`config.mk`:
```
export PLATFORM = sky130hd
export DESIGN_NAME = keypad_entry_buffer_flat
export DESIGN_NICKNAME = d
export VERILOG_FILES = /design/src/rtl/keypad_entry_buffer_if.sv /design/src/rtl/keypad_entry_buffer.sv /design/src/flat_wrapper.sv
export SDC_FILE = /design/constraint.sdc
export NUM_CORES = 1
export LEC_CHECK = 0
export BUFFER_PORTS_ARGS = -buffer_cell sky130_fd_sc_hd__buf_2
export CORE_ASPECT_RATIO = 0.75
export CORE_UTILIZATION = 46
export DETAILED_ROUTE_END_ITERATION = 7
export PLACE_DENSITY_LB_ADDON = 0.08
export SLEW_MARGIN = 30
export SYNTH_ARGS = -nofsm -noshare
export SYNTH_HDL_FRONTEND = slang
export SYNTH_SLANG_ARGS = --single-unit
```
`constraint.sdc`:
```
create_clock -name clk -period 4.4 [get_ports clk]
set_input_delay 1.32 -clock clk [delete_from_list [all_inputs] [get_ports clk]]
set_output_delay 1.32 -clock clk [all_outputs]
set_load 0.02 [all_outputs]
```
`src/rtl/keypad_entry_buffer_if.sv`:
```
`default_nettype none
// ============================================================================
// Module      : keypad_entry_buffer_if
// Description : Bundles the key/command inputs and the result/display outputs
//               of keypad_entry_buffer. The master drives keys and commands.
//               The slave (the entry buffer) returns status, result and
//               display data.
// Revision    : 1.0 - initial release
// ============================================================================
interface keypad_entry_buffer_if #(
  parameter int MAX_DIGITS = 4,
  parameter int VALUE_W    = 16
);
  localparam int C_CNT_W = $clog2(MAX_DIGITS + 1);

  logic                    start;
  logic                    mask_en;
  logic                    key_valid;
  logic [7:0]              key_code;
  logic                    busy;
  logic                    done;
  logic                    cancel;
  logic                    timeout;
  logic                    ovf;
  logic                    key_reject;
  logic [VALUE_W-1:0]      value;
  logic [C_CNT_W-1:0]      digit_count;
  logic [4*MAX_DIGITS-1:0] disp_digits;
  logic [MAX_DIGITS-1:0]   disp_blank;

  modport master (
    output start, mask_en, key_valid, key_code,
    input  busy, done, cancel, timeout, ovf, key_reject,
    input  value, digit_count, disp_digits, disp_blank
  );

  modport slave (
    input  start, mask_en, key_valid, key_code,
    output busy, done, cancel, timeout, ovf, key_reject,
    output value, digit_count, disp_digits, disp_blank
  );
endinterface
`default_nettype wire

```
`src/rtl/keypad_entry_buffer.sv`:
```
`default_nettype none
// ============================================================================
// Module      : keypad_entry_buffer
// Description : Multi-digit numeric entry collector. It buffers ASCII digits
//               and supports backspace, ESC cancel and an inactivity timeout.
//               On ENTER it converts the buffered decimal digits to binary,
//               one digit per cycle, and pulses done with the result.
//               The display outputs can mask digits for PIN entry.
// Revision    : 1.0 - initial release
// ============================================================================
module keypad_entry_buffer #(
  parameter int MAX_DIGITS     = 4,
  parameter int MIN_DIGITS     = 1,
  parameter int VALUE_W        = 16,
  parameter int TIMEOUT_CYCLES = 500_000_000
) (
  input  wire logic             clk,
  input  wire logic             rst_n,
  keypad_entry_buffer_if.slave  kp
);

  localparam int C_CNT_W = $clog2(MAX_DIGITS + 1);
  localparam int C_BUF_W = 4 * MAX_DIGITS;
  localparam int C_ACC_W = VALUE_W + 4;
  localparam int C_TO_W  = (TIMEOUT_CYCLES > 1) ? $clog2(TIMEOUT_CYCLES) : 1;
  localparam logic [C_TO_W-1:0] C_TO_LAST =
    C_TO_W'((TIMEOUT_CYCLES > 0) ? TIMEOUT_CYCLES - 1 : 0);

  localparam logic [7:0] C_KEY_BS    = 8'h08;
  localparam logic [7:0] C_KEY_ENTER = 8'h0D;
  localparam logic [7:0] C_KEY_ESC   = 8'h1B;

  typedef enum logic [1:0] {
    S_IDLE    = 2'd0,
    S_COLLECT = 2'd1,
    S_CONVERT = 2'd2
  } state_t;

  state_t               r_state,   w_state_nxt;
  logic [C_BUF_W-1:0]   r_buf,     w_buf_nxt;
  logic [C_CNT_W-1:0]   r_count,   w_count_nxt;
  logic                 r_mask,    w_mask_nxt;
  logic [C_TO_W-1:0]    r_idle,    w_idle_nxt;
  logic [C_ACC_W-1:0]   r_acc,     w_acc_nxt;
  logic [C_CNT_W-1:0]   r_idx,     w_idx_nxt;
  logic                 r_ovf_acc, w_ovf_acc_nxt;
  logic [VALUE_W-1:0]   r_value,   w_value_nxt;
  logic                 r_ovf,     w_ovf_nxt;
  logic                 r_done,    w_done_nxt;
  logic                 r_cancel,  w_cancel_nxt;
  logic                 r_timeout, w_timeout_nxt;
  logic                 r_reject,  w_reject_nxt;
  logic                 r_disp_en;

  logic                 w_is_digit;
  logic [3:0]           w_conv_digit;
  logic [C_ACC_W-1:0]   w_acc_step;
  logic [C_BUF_W-1:0]   w_disp;
  logic [MAX_DIGITS-1:0] w_blank;

  assign w_is_digit = (kp.key_code[7:4] == 4'h3) && (kp.key_code[3:0] <= 4'd9);
  assign w_acc_step = (r_acc * C_ACC_W'(10)) + C_ACC_W'(w_conv_digit);

  // Select the digit being converted; r_idx counts down so the oldest digit goes first
  always_comb begin
    w_conv_digit = 4'h0;
    for (int i = 0; i < MAX_DIGITS; i++) begin
      if (r_idx == C_CNT_W'(i + 1)) begin
        w_conv_digit = r_buf[4*i +: 4];
      end
    end
  end

  // Next-state and datapath decisions for the entry/convert sequence
  always_comb begin
    w_state_nxt   = r_state;
    w_buf_nxt     = r_buf;
    w_count_nxt   = r_count;
    w_mask_nxt    = r_mask;
    w_idle_nxt    = r_idle;
    w_acc_nxt     = r_acc;
    w_idx_nxt     = r_idx;
    w_ovf_acc_nxt = r_ovf_acc;
    w_value_nxt   = r_value;
    w_ovf_nxt     = r_ovf;
    w_done_nxt    = 1'b0;
    w_cancel_nxt  = 1'b0;
    w_timeout_nxt = 1'b0;
    w_reject_nxt  = 1'b0;
    case (r_state)
      S_IDLE: begin
        // A key in the same cycle as start is dropped without a reject pulse
        if (kp.start) begin
          w_state_nxt = S_COLLECT;
          w_buf_nxt   = '0;
          w_count_nxt = '0;
          w_mask_nxt  = kp.mask_en;
          w_idle_nxt  = '0;
          w_value_nxt = '0;
          w_ovf_nxt   = 1'b0;
        end
      end
      S_COLLECT: begin
        if (kp.key_valid) begin
          w_idle_nxt = '0;
          if (w_is_digit) begin
            if (r_count < C_CNT_W'(MAX_DIGITS)) begin
              w_buf_nxt   = (r_buf << 4) | C_BUF_W'(kp.key_code[3:0]);
              w_count_nxt = r_count + 1'b1;
            end else begin
              w_reject_nxt = 1'b1;
            end
          end else if (kp.key_code == C_KEY_BS) begin
            // Backspace on an empty buffer is silently ignored
            if (r_count != '0) begin
              w_buf_nxt   = r_buf >> 4;
              w_count_nxt = r_count - 1'b1;
            end
          end else if (kp.key_code == C_KEY_ENTER) begin
            if (r_count >= C_CNT_W'(MIN_DIGITS)) begin
              w_state_nxt   = S_CONVERT;
              w_acc_nxt     = '0;
              w_idx_nxt     = r_count;
              w_ovf_acc_nxt = 1'b0;
            end else begin
              w_reject_nxt = 1'b1;
            end
          end else if (kp.key_code == C_KEY_ESC) begin
            w_cancel_nxt = 1'b1;
            w_buf_nxt    = '0;
            w_count_nxt  = '0;
            w_state_nxt  = S_IDLE;
          end else begin
            w_reject_nxt = 1'b1;
          end
        end else if (TIMEOUT_CYCLES != 0) begin
          if (r_idle == C_TO_LAST) begin
            w_timeout_nxt = 1'b1;
            w_buf_nxt     = '0;
            w_count_nxt   = '0;
            w_idle_nxt    = '0;
            w_state_nxt   = S_IDLE;
          end else begin
            w_idle_nxt = r_idle + 1'b1;
          end
        end
      end
      S_CONVERT: begin
        if (r_idx == '0) begin
          // Finalise; a key arriving in this cycle is dropped silently so done stays exclusive
          w_value_nxt = r_ovf_acc ? {VALUE_W{1'b1}} : r_acc[VALUE_W-1:0];
          w_ovf_nxt   = r_ovf_acc;
          w_done_nxt  = 1'b1;
          w_state_nxt = S_IDLE;
        end else begin
          w_acc_nxt     = w_acc_step;
          w_ovf_acc_nxt = r_ovf_acc | (|w_acc_step[C_ACC_W-1:VALUE_W]);
          w_idx_nxt     = r_idx - 1'b1;
          w_reject_nxt  = kp.key_valid;
        end
      end
      default: begin
        w_state_nxt = S_IDLE;
      end
    endcase
  end

  // State and datapath registers; everything clears asynchronously on reset
  always_ff @(posedge clk or negedge rst_n) begin
    if (!rst_n) begin
      r_state   <= S_IDLE;
      r_buf     <= '0;
      r_count   <= '0;
      r_mask    <= 1'b0;
      r_idle    <= '0;
      r_acc     <= '0;
      r_idx     <= '0;
      r_ovf_acc <= 1'b0;
      r_value   <= '0;
      r_ovf     <= 1'b0;
      r_done    <= 1'b0;
      r_cancel  <= 1'b0;
      r_timeout <= 1'b0;
      r_reject  <= 1'b0;
      r_disp_en <= 1'b0;
    end else begin
      r_state   <= w_state_nxt;
      r_buf     <= w_buf_nxt;
      r_count   <= w_count_nxt;
      r_mask    <= w_mask_nxt;
      r_idle    <= w_idle_nxt;
      r_acc     <= w_acc_nxt;
      r_idx     <= w_idx_nxt;
      r_ovf_acc <= w_ovf_acc_nxt;
      r_value   <= w_value_nxt;
      r_ovf     <= w_ovf_nxt;
      r_done    <= w_done_nxt;
      r_cancel  <= w_cancel_nxt;
      r_timeout <= w_timeout_nxt;
      r_reject  <= w_reject_nxt;
      r_disp_en <= 1'b1;
    end
  end

  // Display decode: empty positions show F, masked positions show the dash code
  for (genvar gi = 0; gi < MAX_DIGITS; gi++) begin : g_disp
    assign w_blank[gi]       = (C_CNT_W'(gi) >= r_count);
    assign w_disp[4*gi +: 4] = w_blank[gi] ? 4'hF : (r_mask ? 4'hA : r_buf[4*gi +: 4]);
  end

  // Display is forced low until the first clock after reset so all outputs read 0 in reset
  assign kp.disp_digits = r_disp_en ? w_disp  : '0;
  assign kp.disp_blank  = r_disp_en ? w_blank : '0;
  assign kp.busy        = (r_state != S_IDLE);
  assign kp.done        = r_done;
  assign kp.cancel      = r_cancel;
  assign kp.timeout     = r_timeout;
  assign kp.ovf         = r_ovf;
  assign kp.key_reject  = r_reject;
  assign kp.value       = r_value;
  assign kp.digit_count = r_count;

endmodule
`default_nettype wire

```
`src/flat_wrapper.sv`:
```
// flat-port wrapper written by rule: the top's interface ports become plain ports
module keypad_entry_buffer_flat 
#(
  parameter int MAX_DIGITS     = 4,
  parameter int MIN_DIGITS     = 1,
  parameter int VALUE_W        = 16,
  parameter int TIMEOUT_CYCLES = 500_000_000
)
  (clk, rst_n, kp_start, kp_mask_en, kp_key_valid, kp_key_code, kp_busy, kp_done, kp_cancel, kp_timeout, kp_ovf, kp_key_reject, kp_value, kp_digit_count, kp_disp_digits, kp_disp_blank);
  keypad_entry_buffer_if #(.MAX_DIGITS(MAX_DIGITS), .VALUE_W(VALUE_W)) kp_i ();
  input  wire logic clk;
  input  wire logic rst_n;
  input wire logic [$bits(kp_i.start)-1:0] kp_start;
  input wire logic [$bits(kp_i.mask_en)-1:0] kp_mask_en;
  input wire logic [$bits(kp_i.key_valid)-1:0] kp_key_valid;
  input wire logic [$bits(kp_i.key_code)-1:0] kp_key_code;
  output wire logic [$bits(kp_i.busy)-1:0] kp_busy;
  output wire logic [$bits(kp_i.done)-1:0] kp_done;
  output wire logic [$bits(kp_i.cancel)-1:0] kp_cancel;
  output wire logic [$bits(kp_i.timeout)-1:0] kp_timeout;
  output wire logic [$bits(kp_i.ovf)-1:0] kp_ovf;
  output wire logic [$bits(kp_i.key_reject)-1:0] kp_key_reject;
  output wire logic [$bits(kp_i.value)-1:0] kp_value;
  output wire logic [$bits(kp_i.digit_count)-1:0] kp_digit_count;
  output wire logic [$bits(kp_i.disp_digits)-1:0] kp_disp_digits;
  output wire logic [$bits(kp_i.disp_blank)-1:0] kp_disp_blank;
  assign kp_i.start = kp_start;
  assign kp_i.mask_en = kp_mask_en;
  assign kp_i.key_valid = kp_key_valid;
  assign kp_i.key_code = kp_key_code;
  assign kp_busy = kp_i.busy;
  assign kp_done = kp_i.done;
  assign kp_cancel = kp_i.cancel;
  assign kp_timeout = kp_i.timeout;
  assign kp_ovf = kp_i.ovf;
  assign kp_key_reject = kp_i.key_reject;
  assign kp_value = kp_i.value;
  assign kp_digit_count = kp_i.digit_count;
  assign kp_disp_digits = kp_i.disp_digits;
  assign kp_disp_blank = kp_i.disp_blank;
  keypad_entry_buffer #(.MAX_DIGITS(MAX_DIGITS), .MIN_DIGITS(MIN_DIGITS), .VALUE_W(VALUE_W), .TIMEOUT_CYCLES(TIMEOUT_CYCLES)) u_core (.clk(clk), .rst_n(rst_n), .kp(kp_i));
endmodule
```
# == Yosys cells after proc, flatten, opt, wreduce, memory -nomap -nowiden ==
# Index checks and enable logic that the tools add are counted.
# totals
regBits,97
inputBits,13
out_inout_bits,45
elab_cells,168
# classes
n_addsub,5
mul,1
order_cmp,7
n_eq_ne,28
mux,95
bitwise_logic,2
reduce_logical,15
# op_table
operator,count
$mux 16,12
$mux 20,6
$mux 29,3
$pmux 16 s2,2
$pmux 29 s2,1
$mux 4,13
$mux 3,15
$pmux 20 s2,1
$add 29x1->29 const B,1
$eq 29x29->1 const B,1
$mux 1,27
$reduce_and 7->1,3
$add 20x4->20,1
$mul 20x3->19 const B,1
$mux 2,9
$eq 8x4->1 const B,2
$or 16x4->16,1
$pmux 3 s2,2
$ne 2x2->1 const B,5
$eq 8x5->1 const B,1
$ne 4x4->1 const B,2
$reduce_bool 2->1,4
$eq 3x2->1 const B,2
$ge 1x3->1 const A,2
28 further kinds,36

# == Longest topological paths before layout ==
# Gate-level depths: netlist (run 1).
# depth
ltp_word,10
depth_mapped,18
mapped_depth_nobuf,18

# == Worst setup path before layout (run 1) ==
# OpenSTA, ideal clock, no wires.
# synth_path
kind,reg2reg
startpoint,reg u_core.r_idx[0]
endpoint,reg u_core.r_ovf_acc
setup_time_ps,133
arrival_ps,3431
t_required_ps,4267
path_slack_ps,836
path_stages_with_launch,18
path_buffers,1
period_less_slack_ps,3564
path_cell_list,dfrtp_1 -> inv_1 -> ha_1 -> clkbuf_1 -> nor2_1 -> a21oi_1 -> nor2_1 -> a21oi_1 -> o21ai_0 -> ha_1 -> a21oi_1 -> o21ai_0 -> o2111ai_1 -> nor3_4 -> nand4_2 -> or4b_4 -> a2111oi_4 -> a211oi_1
# synth_via
elab_chain_cells,10
elab_cells_between_ends,16
classes_between,1 x add/sub; 5 x eq/ne; 6 x mux; 1 x bitwise; 3 x reduce/logical
# synth_lines
item,line,rtl
start: declaration,keypad_entry_buffer.sv:45,"logic [C_CNT_W-1:0] r_idx, w_idx_nxt;"
start signal: assignment,keypad_entry_buffer.sv:193,r_idx <= w_idx_nxt;
$eq 3x1->1,keypad_entry_buffer.sv:68,if (r_idx == C_CNT_W'(i + 1)) begin
$mux 4 (4 in a row),keypad_entry_buffer.sv:68,
$add 20x4->20,keypad_entry_buffer.sv:62,assign w_acc_step = (r_acc * C_ACC_W'(10)) + C_ACC_W'(w_conv_digit);
$reduce_or 4->1,keypad_entry_buffer.sv:157,w_ovf_acc_nxt = r_ovf_acc | (|w_acc_step[C_ACC_W-1:VALUE_W]);
$or 1x1->1,keypad_entry_buffer.sv:157,
$mux 1,keypad_entry_buffer.sv:149,if (r_idx == '0) begin
$pmux 1 s2,keypad_entry_buffer.sv:90,case (r_state)
end signal: assignment,keypad_entry_buffer.sv:194,r_ovf_acc <= w_ovf_acc_nxt;
end: declaration,keypad_entry_buffer.sv:46,"logic r_ovf_acc, w_ovf_acc_nxt;"
# Parallel ways exist; a longest one is shown, timed or not. The select of a mux whose other input is x is not followed.
# A chain may end at the register's enable or synchronous reset.

# == Final worst setup path (run 1) ==
# Ends and elaborated chain as after synthesis.

==> metrics.txt, run 1 <==
Final Wtd Congestion=~0.84; largest net degree at the start of global routing=74; Ys Warns=0; wirelength, routed=around 15000 um; Synth cell types=68; TritonCTS Buffers=9; diode count=0; number of setup violations in the final report=0; Worst Path Arrival=4080 ps; Die Wd=136.4 um; CP Launch Type=register; vias per cell=5.562; initial antenna violation count=0; clock sink count=96; nets=813; effective utilization at floorplan=0.4752; post-synth top area share=0.3857; HP Class=reg -> reg; Post-synth EDFFs=0; Pleak=between 3 and 4 nW; vias=5150; Worst R2R End=u_core.r_ovf_acc$_DFFE_PN0P_; Max rail drop VDD=0.2297 mV; worst reg2reg startpoint=u_core.r_idx[0]$_DFFE_PN0P_; 1st-pass router iterations=4; Die Ht=just over 100 um; Slew headroom=0.4775; Syn-to-layout area delta=12.13%; crit end category=register; post-CTS setup buffer count=0; synthesized area per cell=8.860 sq um; Synth Instances=703; fin. max-slew vios=0; DP Wirelength=11090 um; FMAX=0.2594 GHz; FFs w/ async S/R, synth=1.000; most common cell in the netlist=nand2_1; CTS Hold Bufs=0; cell taking the most area after synthesis=dfrtp_1; end of the critical path=u_core.r_ovf_acc$_DFFE_PN0P_; drc violations=0; Crit Path Class=reg -> reg; Worst Path Required=~4600 ps; WL per Instance=16.24 um; Worst-path clk slew=70 ps; CTS root buf=clkbuf_16; die area=around 0.014 sq mm; Final Cycle Share=0.8761; Post-DRT Antenna Nets=0; CP startpoint=u_core.r_idx[0]$_DFFE_PN0P_; DP Worst Slack=547.2 ps; Core Region=between 0.01 and 0.015 sq mm; worst hold slack=473.3 ps; final hold vios=0; RSZ-0062 raised after global routing=no; Slew @ Worst Pin=~780 ps; clk_skew=10.55 ps; Syn Nets=roughly 770; Crit Path Max Fanout=8; Final TNS setup=0 ps; first-pass GRT wire length=24880 um; Pwr Total=between 2 and 2.5 mW; CTS tree=yes; R2R depth=16; io pins=58; status=complete, no violations; clk_lat worst skew=roughly 350 ps; Total GRT Usage=0.2307; post-route minimum period=3855 ps; Filler Cell Count=1247; Remaining Overflow, GRT=0; #FFs+latches synth=96; part of the Yosys area used for sequential elements=0.3857; CTS max path bufs=2; Final WS setup=545.0 ps; vias in the first global route=4839; post-CTS resize count=0; Core Util, Final=0.5328; Buffers on Ports=between 50 and 60; Post-Syn Area=0.006228 sq mm; fraction of layout cells with a size suffix above 1=0.1364; H-tree depth=3; top post-synthesis cells by count=105 x nand2_1, 96 x dfrtp_1, 73 x nor2_1, 68 x o21ai_0, 48 x ha_1; FP Rows=36; synth top area cells=dfrtp_1 39%, ha_1 9.6%, nand2_1 6.3%, o21ai_0 5.5%, nor2_1 4.4%; FF-to-FF setup slack=550 ps; initial DRC count=242; Synth Flop Type=dfrtp_1; pwr dens=312.1 mW/mm^2; max cap viols=0
## worst min path at each step
stage / slack (ps) / depth (start not counted) / endpoint / start
finish: 470 / 2 / u_core.kp.value[9]$_DFFE_PN0P_ / u_core.kp.value[9]$_DFFE_PN0P_
detailed placement: 470 / 2 / u_core.kp.value[9]$_DFFE_PN0P_ / u_core.kp.value[9]$_DFFE_PN0P_
floorplan: 450 / 2 / u_core.r_acc[17]$_DFFE_PN0P_ / u_core.r_acc[17]$_DFFE_PN0P_
global route: 500 / 2 / u_core.kp.value[14]$_DFFE_PN0P_ / u_core.kp.value[14]$_DFFE_PN0P_
global placement: 460 / 2 / u_core.kp.value[14]$_DFFE_PN0P_ / u_core.kp.value[14]$_DFFE_PN0P_
CTS: 480 / 2 / u_core.kp.value[9]$_DFFE_PN0P_ / u_core.kp.value[9]$_DFFE_PN0P_
## area by class of cell
cell class	instances	area (sq um)	share of cell area
Clock buffer	11	242.7	0.03475
Tap cell	171	214.0	0.03063
Timing Repair Buffer	64	344.1	0.04927
Sequential cell	96	2402	0.3440
Inverter	15	56.30	0.008062
Multi-Input combinational cell	564	3664	0.5245
Clock inverter	5	61.31	0.008778
## placed cells by master, fill, tap and decap left out, types with 9 or more instances in the layout
| master | Yosys | layout |
|---|---|---|
| xor2_1 | 18 | 18 |
| nor2_1 | 73 | 73 |
| and3_1 | 11 | 11 |
| nand2_1 | 105 | 105 |
| a22oi_1 | 12 | 12 |
| o21a_1 | 9 | 9 |
| ha_1 | 48 | 48 |
| clkbuf_16 | 0 | 9 |
| buf_2 | 3 | 56 |
| nor3_1 | 10 | 10 |
| dfrtp_1 | 96 | 96 |
| nand3_1 | 26 | 26 |
| o21ai_0 | 68 | 68 |
| nand2b_1 | 9 | 9 |
| o31ai_1 | 19 | 19 |
| a21oi_1 | 24 | 24 |
| xnor2_1 | 29 | 29 |
| inv_1 | 15 | 15 |
## kinds of logic (layout without fill, tap and decap cells)
logic type               Yosys count  after routing  share of synthesized area
AO/OA/AOI/OAI                    179            179                     0.1882
XOR/XNOR                          51             51                    0.07654
adder cells (fa/ha/maj)           50             50                     0.1029
buffers and inverters             43             95                    0.02671
flip-flops                        96             96                     0.3857
multiplexers                       3              3                   0.005022
other                              1              1                  0.0006021
AND/OR/NAND/NOR                  280            280                     0.2143
## power breakdown
part           internal, mW  switching, mW  total [mW]
combinational         0.123          0.306       0.429
sequential            0.904         0.0385       0.942
clock                 0.461          0.348       0.808
total                  1.49          0.692        2.18
## registers in the layout (all words and copies together), names as in the netlist
register,cells
u_core.kp.key_reject,1
u_core.r_disp_en,1
u_core.r_buf,16
u_core.kp.ovf,1
u_core.r_ovf_acc,1
u_core.r_idx,3
u_core.kp.digit_count,3
u_core.kp.cancel,1
u_core.r_mask,1
u_core.kp.timeout,1
u_core.r_idle,29
u_core.r_acc,19
u_core.kp.done,1
u_core.kp.value,16
u_core.r_state,2
## metrics by stage
stage / cells / instance area, sq um
after floorplan: 703 / 6228
after global placement: 910 / 6676
after detailed placement: 910 / 6676
after CTS: 926 / 6980
after global routing: 926 / 6984
final: 926 / 6984
## routing by layer
| metal | up-vias | share of wire | routed length [um] | GRT usage |
|---|---|---|---|---|
| met2 | 95 | 0.45 | 6698 | 0.3542 |
| met5 | - | 0 | 0 | 0 |
| li1 | 2571 | - | - | - |
| met4 | 0 | 0.0082 | 124 | 0.05214 |
| met1 | 2473 | 0.50 | 7584 | 0.3323 |
| met3 | 11 | 0.042 | 634 | 0.05015 |
## critical path: stages, from the launching register on
cell and delay (ps):
dfrtp_1 430, inv_1 130, ha_1 300, nor2_1 80, a21oi_1 120, nor2_1 50
a21oi_1 110, o21ai_0 90, ha_1 370, nand3_1 80, o21ai_0 280, o2111ai_1 280
nor3_4 270, nand4_2 180, or4b_4 530, a2111oi_4 350, a211oi_1 80
Power figures use the tool's default switching activity.
==> run 2, diff against run 1 <==
clock period = 3.97 ns   (was 4.4 ns; I/O delays follow)
==> run 2 against run 1 <==
Critical endpoint unchanged. Highest routed layer unchanged. Clock skew fell by 2.5 ps. Register-to-register slack got worse by 290 ps. Via count rose by 0.78%. Final area rose by 1.1%. Cell count rose by 0.22%. Largest cell class unchanged. Non-clock buffer count rose by 3. Flip-flop and latch count did not move. Largest power group unchanged.
==> metrics.txt, run 2 (synthesis results as in run 1) <==
status=complete, no violations; WL per Instance=16.17 um (-0.45%); HP Class=reg -> reg; io pins=58 (unchanged); largest registers=u_core.r_idle: 29 flops, u_core.r_acc: 19 flops; Post-DRT Antenna Nets=0 (unchanged); RSZ-0062 raised after global routing=no; vias=5190 (+0.78%); Worst Path Required=4190 ps (-440 ps); initial antenna violation count=0 (unchanged); Slew headroom=0.5069 (+0.02933); number of setup violations in the final report=0 (unchanged); initial DRC count=264 (+9.1%); drc violations=0 (unchanged); crit end category=register; Crit Path Class=reg -> reg; CTS root buf=clkbuf_16; Max rail drop VDD=0.2254 mV (-1.9%); FP Rows=36 (unchanged); Worst-path clk slew=70 ps (about the same); post-route minimum period=3713 ps (-142.0 ps); FMAX=0.2693 GHz (+3.8%); Total GRT Usage=0.2267 (-0.004001); Pwr Total=2.510 mW (+15%); clk_lat worst skew=340 ps (about the same); CTS max path bufs=2 (unchanged); vias in the first global route=4949 (+2.3%); CP Launch Type=register; CTS Hold Bufs=0 (unchanged); Final WS setup=257.0 ps (-288.0 ps); Die Wd=136.4 um (unchanged); Buffers on Ports=57 (unchanged); largest net degree at the start of global routing=60 (-19%); most common cell after layout, fill and taps aside=nand2_1; vias per cell=5.593 (+0.56%); Die Ht=102.8 um (unchanged); wirelength, routed=15010 um (-0.23%); Core Region=0.01311 sq mm (unchanged); post-CTS setup buffer count=0 (unchanged); first-pass GRT wire length=24740 um (-0.58%); CTS tree=yes; final hold vios=0 (unchanged); 1st-pass router iterations=4 (unchanged); fraction of layout cells with a size suffix above 1=0.1427 (+0.006245); TritonCTS Buffers=9 (unchanged); max reg flops=29 (unchanged); Biggest register=u_core.r_idle; die area=0.01401 sq mm (unchanged); Final Wtd Congestion=0.8656 (+3.5%); H-tree depth=3 (unchanged); max cap viols=0 (unchanged); nets=816 (+0.37%); fin. max-slew vios=0 (unchanged); Filler Cell Count=1216 (-2.5%); diode count=0 (unchanged); Slew @ Worst Pin=732.0 ps (-50.12 ps); Final TNS setup=0 ps (unchanged); DP Worst Slack=116.3 ps (-430.9 ps); clock sink count=96 (unchanged); most frequent cells in the layout=105 x nand2_1, 96 x dfrtp_1, 73 x nor2_1, 66 x o21ai_0, 56 x buf_2; Worst Path Arrival=3930 ps (-150 ps); Crit Path Max Fanout=5 (-3); effective utilization at floorplan=0.4752 (unchanged); Final Cycle Share=0.9353 (+0.05912); DP Wirelength=11130 um (+0.31%); clk_skew=8.040 ps (-2.510 ps); pwr dens=355.5 mW/mm^2 (+14%); Remaining Overflow, GRT=0 (unchanged); Syn-to-layout area delta=13.36%; Pleak=3.250 nW (+1.1%)
[run 2: changes by cell type in the layout (fill, tap and decap cells not counted), moves of 2 or more]
cell	change
bufinv_16	+2
buf_4	+3
o21ai_1	+2
o21ai_0	-2
[run 2: worst max-delay path: stages, from the launching register on]
cell	delay (ps)
dfrtp_1	450
ha_1	330
ha_1	250
fa_1	430
a211oi_2	300
o21a_1	210
xnor2_1	190
and3_2	280
nand4_2	150
or4b_4	530
a2111oi_4	370
a211oi_1	90
[run 2: repair_timing]
item,4_1_cts,5_1_grt
endpoints found under the hold margin,0,0
setup endpoints to repair,0,2
resized for setup,0,4
[run 2: cell type report]
cell class	count	area, sq um	share of cell area
clock buffers	9	225.2	0.03190
clock inverters	6	115.1	0.01630
inverters	15	56.30	0.007974
multi-input cells	564	3672	0.5201
flip-flops and latches	96	2402	0.3402
well taps	171	214.0	0.03030
repair buffers	67	375.4	0.05316
[run 2: final timing paths]
kind	slack, ps	cells past startpoint	end	start
max	260	11	u_core.r_ovf_acc$_DFFE_PN0P_	u_core.r_acc[1]$_DFFE_PN0P_
min	470	2	u_core.kp.value[15]$_DFFE_PN0P_	u_core.kp.value[15]$_DFFE_PN0P_
max reg2reg	260	11	u_core.r_ovf_acc$_DFFE_PN0P_	u_core.r_acc[1]$_DFFE_PN0P_
min reg2reg	470	2	u_core.kp.value[15]$_DFFE_PN0P_	u_core.kp.value[15]$_DFFE_PN0P_
max in group asynchronous	2440	2	u_core.r_buf[11]$_DFFE_PN0P_	rst_n
min in group asynchronous	810	1	u_core.kp.value[10]$_DFFE_PN0P_	rst_n
[run 2: routing by layer]
layer / vias to the layer above / track usage / wire length [um]
li1: 2575 / - / -
met1: 2508 / 0.3318 / 7666
met2: 90 / 0.3499 / 6656
met3: 17 / 0.03933 / 538
met4: 0 / 0.05043 / 146
met5: - / 0 / 0
[run 2: per-stage QoR]
step | hold slack, ps | cell area [sq um] | utilization | instances
3_3_place_gp | 459.4 | 6711 | 0.5120 | 913
4_1_cts | 481.5 | 7052 | 0.5380 | 928
6_report | 471.2 | 7061 | 0.5387 | 928
2_1_floorplan | 452.6 | 6228 | - | 703
3_5_place_dp | 465.6 | 6711 | 0.5120 | 913
5_1_grt | 495.8 | 7061 | 0.5387 | 928
[run 2: report_power, final]
part	switching (mW)	total, mW	internal [mW]
registers	0.0411	1.04	1.00
clock network	0.381	0.999	0.618
logic	0.330	0.469	0.138
==> run 3, diff against run 2 <==
ABC_AREA = 1   (was not set)
==> run 3 against run 2 <==
Power down 1.9%. Sequential share of layout area down 2.1 points. First-iteration DRC count up 88%. Clock-buffer cell count up 1. Critical path depth up 16. Clock power down 19%. Worst setup slack better by 300 ps. Synthesized cell count up 32%. Routed wire length up 16%.
==> metrics.txt, run 3 <==
max reg flops=29 (unchanged); CP Launch Type=register; part of the Yosys area used for sequential elements=0.3566 (-0.02908); synth top area cells=dfrtp_1 36%, nand2_1 12%, ha_1 8.9%, inv_1 7.6%, nor2_1 4.8%; effective utilization at floorplan=0.4818 (+0.006651); CP max stage cell=dfrtp_1; Crit Path Max Fanout=5 (unchanged); synthesized area per cell=7.267 sq um (-18%); Final Cycle Share=0.8602 (-0.07507); max incr delay on CP=420 ps (-110 ps); Post-Syn Area=0.006736 sq mm (+8.2%); Biggest register=u_core.r_idle; fraction of layout cells with a size suffix above 1=0.1293 (-0.01338); top post-synthesis cells by count=210 x nand2_1, 136 x inv_1, 96 x dfrtp_1, 86 x nor2_1, 54 x nand3_1; clock sink count=96 (unchanged); DP Worst Slack=634.5 ps (+518.1 ps); Slew headroom=0.4545 (-0.05239); first-pass GRT wire length=28550 um (+15%); initial DRC count=497 (+88%); flip-flop and latch area=0.002402 sq mm (unchanged); CTS tree=yes; most common cell after layout, fill and taps aside=nand2_1; most frequent cells in the layout=210 x nand2_1, 136 x inv_1, 96 x dfrtp_1, 86 x nor2_1, 56 x buf_2; final hold vios=0 (unchanged); Pleak=3.796 nW (+17%); Ys Warns=0 (unchanged); WL per Instance=14.65 um (-9.4%); met1 Resource Use GR=0.3779 (+0.04608); Post-synth EDFFs=0 (unchanged); fin. max-slew vios=0 (unchanged); Final WS setup=555.1 ps (+298.0 ps); Synth Flop Type=dfrtp_1; post-CTS resize count=0 (unchanged); die area=0.01514 sq mm (+8.0%); met3 usage=0.05092 (+0.01158); R2R depth=27 (+16); clk_skew=12.28 ps (+4.237 ps); wirelength, routed=17360 um (+16%); initial antenna violation count=0 (unchanged); post-route minimum period=3415 ps (-298.0 ps); FMAX=0.2928 GHz (+8.7%); Multi-input gate area=0.003676 sq mm (+0.10%); TritonCTS Buffers=9 (unchanged); most common cell in the netlist=nand2_1; CTS max path bufs=2 (unchanged); Filler Cell Count=1378 (+13%); largest registers=u_core.r_idle: 29 flops, u_core.r_acc: 19 flops; Final Wtd Congestion=0.8791 (+1.6%); worst hold slack=517.7 ps (+46.41 ps); WP depth=27 (+16); Buffers on Ports=57 (unchanged); Total GRT Usage=0.2421 (+0.01539); Crit Path Class=reg -> reg; pwr dens=327.3 mW/mm^2 (-7.9%); crit path buf inv count=4 (+4); RSZ-0062 raised after global routing=no; vias=6206 (+20%); max cap viols=0 (unchanged); FF-to-FF setup slack=560 ps (+300 ps); CP delay by family, top=simple AND/OR/NAND/NOR gates; Synth cell types=50 (-26%); H-tree depth=3 (unchanged); Die Wd=141.7 um (+3.9%); hold path cells=2 (unchanged); vias in the first global route=5618 (+14%); Syn Nets=990 (+29%); Final TNS setup=0 ps (unchanged); Syn-to-layout area delta=11.70%; HP Class=reg -> reg; Worst R2R End=u_core.r_ovf_acc$_DFFE_PN0P_; Core Util, Final=0.5382 (about the same); CTS root buf=clkbuf_16; io pins=58 (unchanged); Worst-path clk slew=70 ps (about the same); post-synth top area share=0.3566 (-0.02908); HP Start=u_core.r_acc[18]$_DFFE_PN0P_; nets=1049 (+29%); number of setup violations in the final report=0 (unchanged); FFs w/ async S/R, synth=1.000 (unchanged); grt met2 use=0.3388 (-0.01102); #FFs+latches synth=96 (unchanged); CTS Hold Bufs=0 (unchanged); Synth Instances=927 (+32%); crit end category=register; Worst Path Arrival=3640 ps (-290 ps); drc violations=0 (unchanged); Finished Layout Cells=1185 (+28%); placed insts=1170 (+28%); Core Region=0.01398 sq mm (+6.7%); Remaining Overflow, GRT=0 (unchanged); Max rail drop VDD=0.2704 mV (+20%); 1st-pass router iterations=5 (+1); vias per cell=5.237 (-6.4%); DP Wirelength=13260 um (+19%); clk_lat worst skew=350 ps (about the same); Post-DRT Antenna Nets=0 (unchanged); FP Rows=37 (+2.8%); Most Frequent Cell on Critical Path=nand2_1; Worst Path Required=4190 ps (about the same); worst reg2reg startpoint=u_core.r_idx[0]$_DFFE_PN0P_; diode count=0 (unchanged); status=complete, no violations; Die Ht=106.8 um (+3.9%); Slew @ Worst Pin=818.3 ps (+86.32 ps); cell taking the most area after synthesis=dfrtp_1; Top Usage Layer GRT=met1; post-CTS setup buffer count=0 (unchanged); largest net degree at the start of global routing=52 (-13%); Hold Crit Endpoint=u_core.r_acc[18]$_DFFE_PN0P_
-- run 3: changes by cell type after synthesis, moves of 13 or more --
cell,before,now
xnor2_1,29,6
a21oi_1,24,37
inv_2,0,17
clkbuf_1,23,10
o22ai_1,1,23
inv_1,15,136
o21ai_0,68,44
nand3_1,26,54
nand2_1,105,210
nor2_1,73,86
-- run 3: kinds of logic (layout without fill, tap and decap cells) --
family                   Yosys count  count (layout)  share of synthesized area
flip-flops                        96              96                     0.3566
other                              1               1                  0.0005567
XOR/XNOR                          12              12                    0.01560
AO/OA/AOI/OAI                    165             165                     0.1469
AND/OR/NAND/NOR                  431             431                     0.2875
adder cells (fa/ha/maj)           50              50                    0.09510
buffers and inverters            172             235                    0.09770
-- run 3: how the worst max path moves through the flow --
stage,from,end
global placement,u_core.r_idx[0]$_DFFE_PN0P_,u_core.r_ovf_acc$_DFFE_PN0P_
detailed placement,u_core.r_idx[0]$_DFFE_PN0P_,u_core.r_ovf_acc$_DFFE_PN0P_
finish,u_core.r_idx[0]$_DFFE_PN0P_,u_core.r_ovf_acc$_DFFE_PN0P_
global route,u_core.r_idx[0]$_DFFE_PN0P_,u_core.r_ovf_acc$_DFFE_PN0P_
CTS,u_core.r_idx[0]$_DFFE_PN0P_,u_core.r_ovf_acc$_DFFE_PN0P_
floorplan,u_core.r_idx[0]$_DFFE_PN0P_,u_core.r_ovf_acc$_DFFE_PN0P_
-- run 3: area by class of cell --
cell class                 instances  share of cell area
clock buffer                      10             0.03043
inverter                         156             0.07782
timing repair buffer              64             0.04689
tap                              195             0.03242
clock inverter                     5            0.004656
multi-input combinational        659              0.4885
sequential                        96              0.3193
-- run 3: where the power goes --
part,switching [mW],internal [mW]
Clock,0.388,0.422
Combinational,0.423,0.152
Sequential,0.0645,1.01
-- run 3: per-layer routing --
layer	vias to the layer above	wire, um
met5	-	0
met4	0	117
met3	14	1021
met2	160	6976
met1	2849	9241
li1	3183	-
-- run 3: tightest hold or removal path, stage by stage, from the launching register on --
cell,delay [ps]
dfrtp_1,370
nand2_1,50
o21ai_0,60
-- run 3: through the flow --
step	total power, mW	cell area, sq um
after global placement	1.673	7261
after detailed placement	1.675	7261
after floorplan	1.491	6736
after CTS	2.491	7525
final	2.463	7525
after global routing	2.596	7525
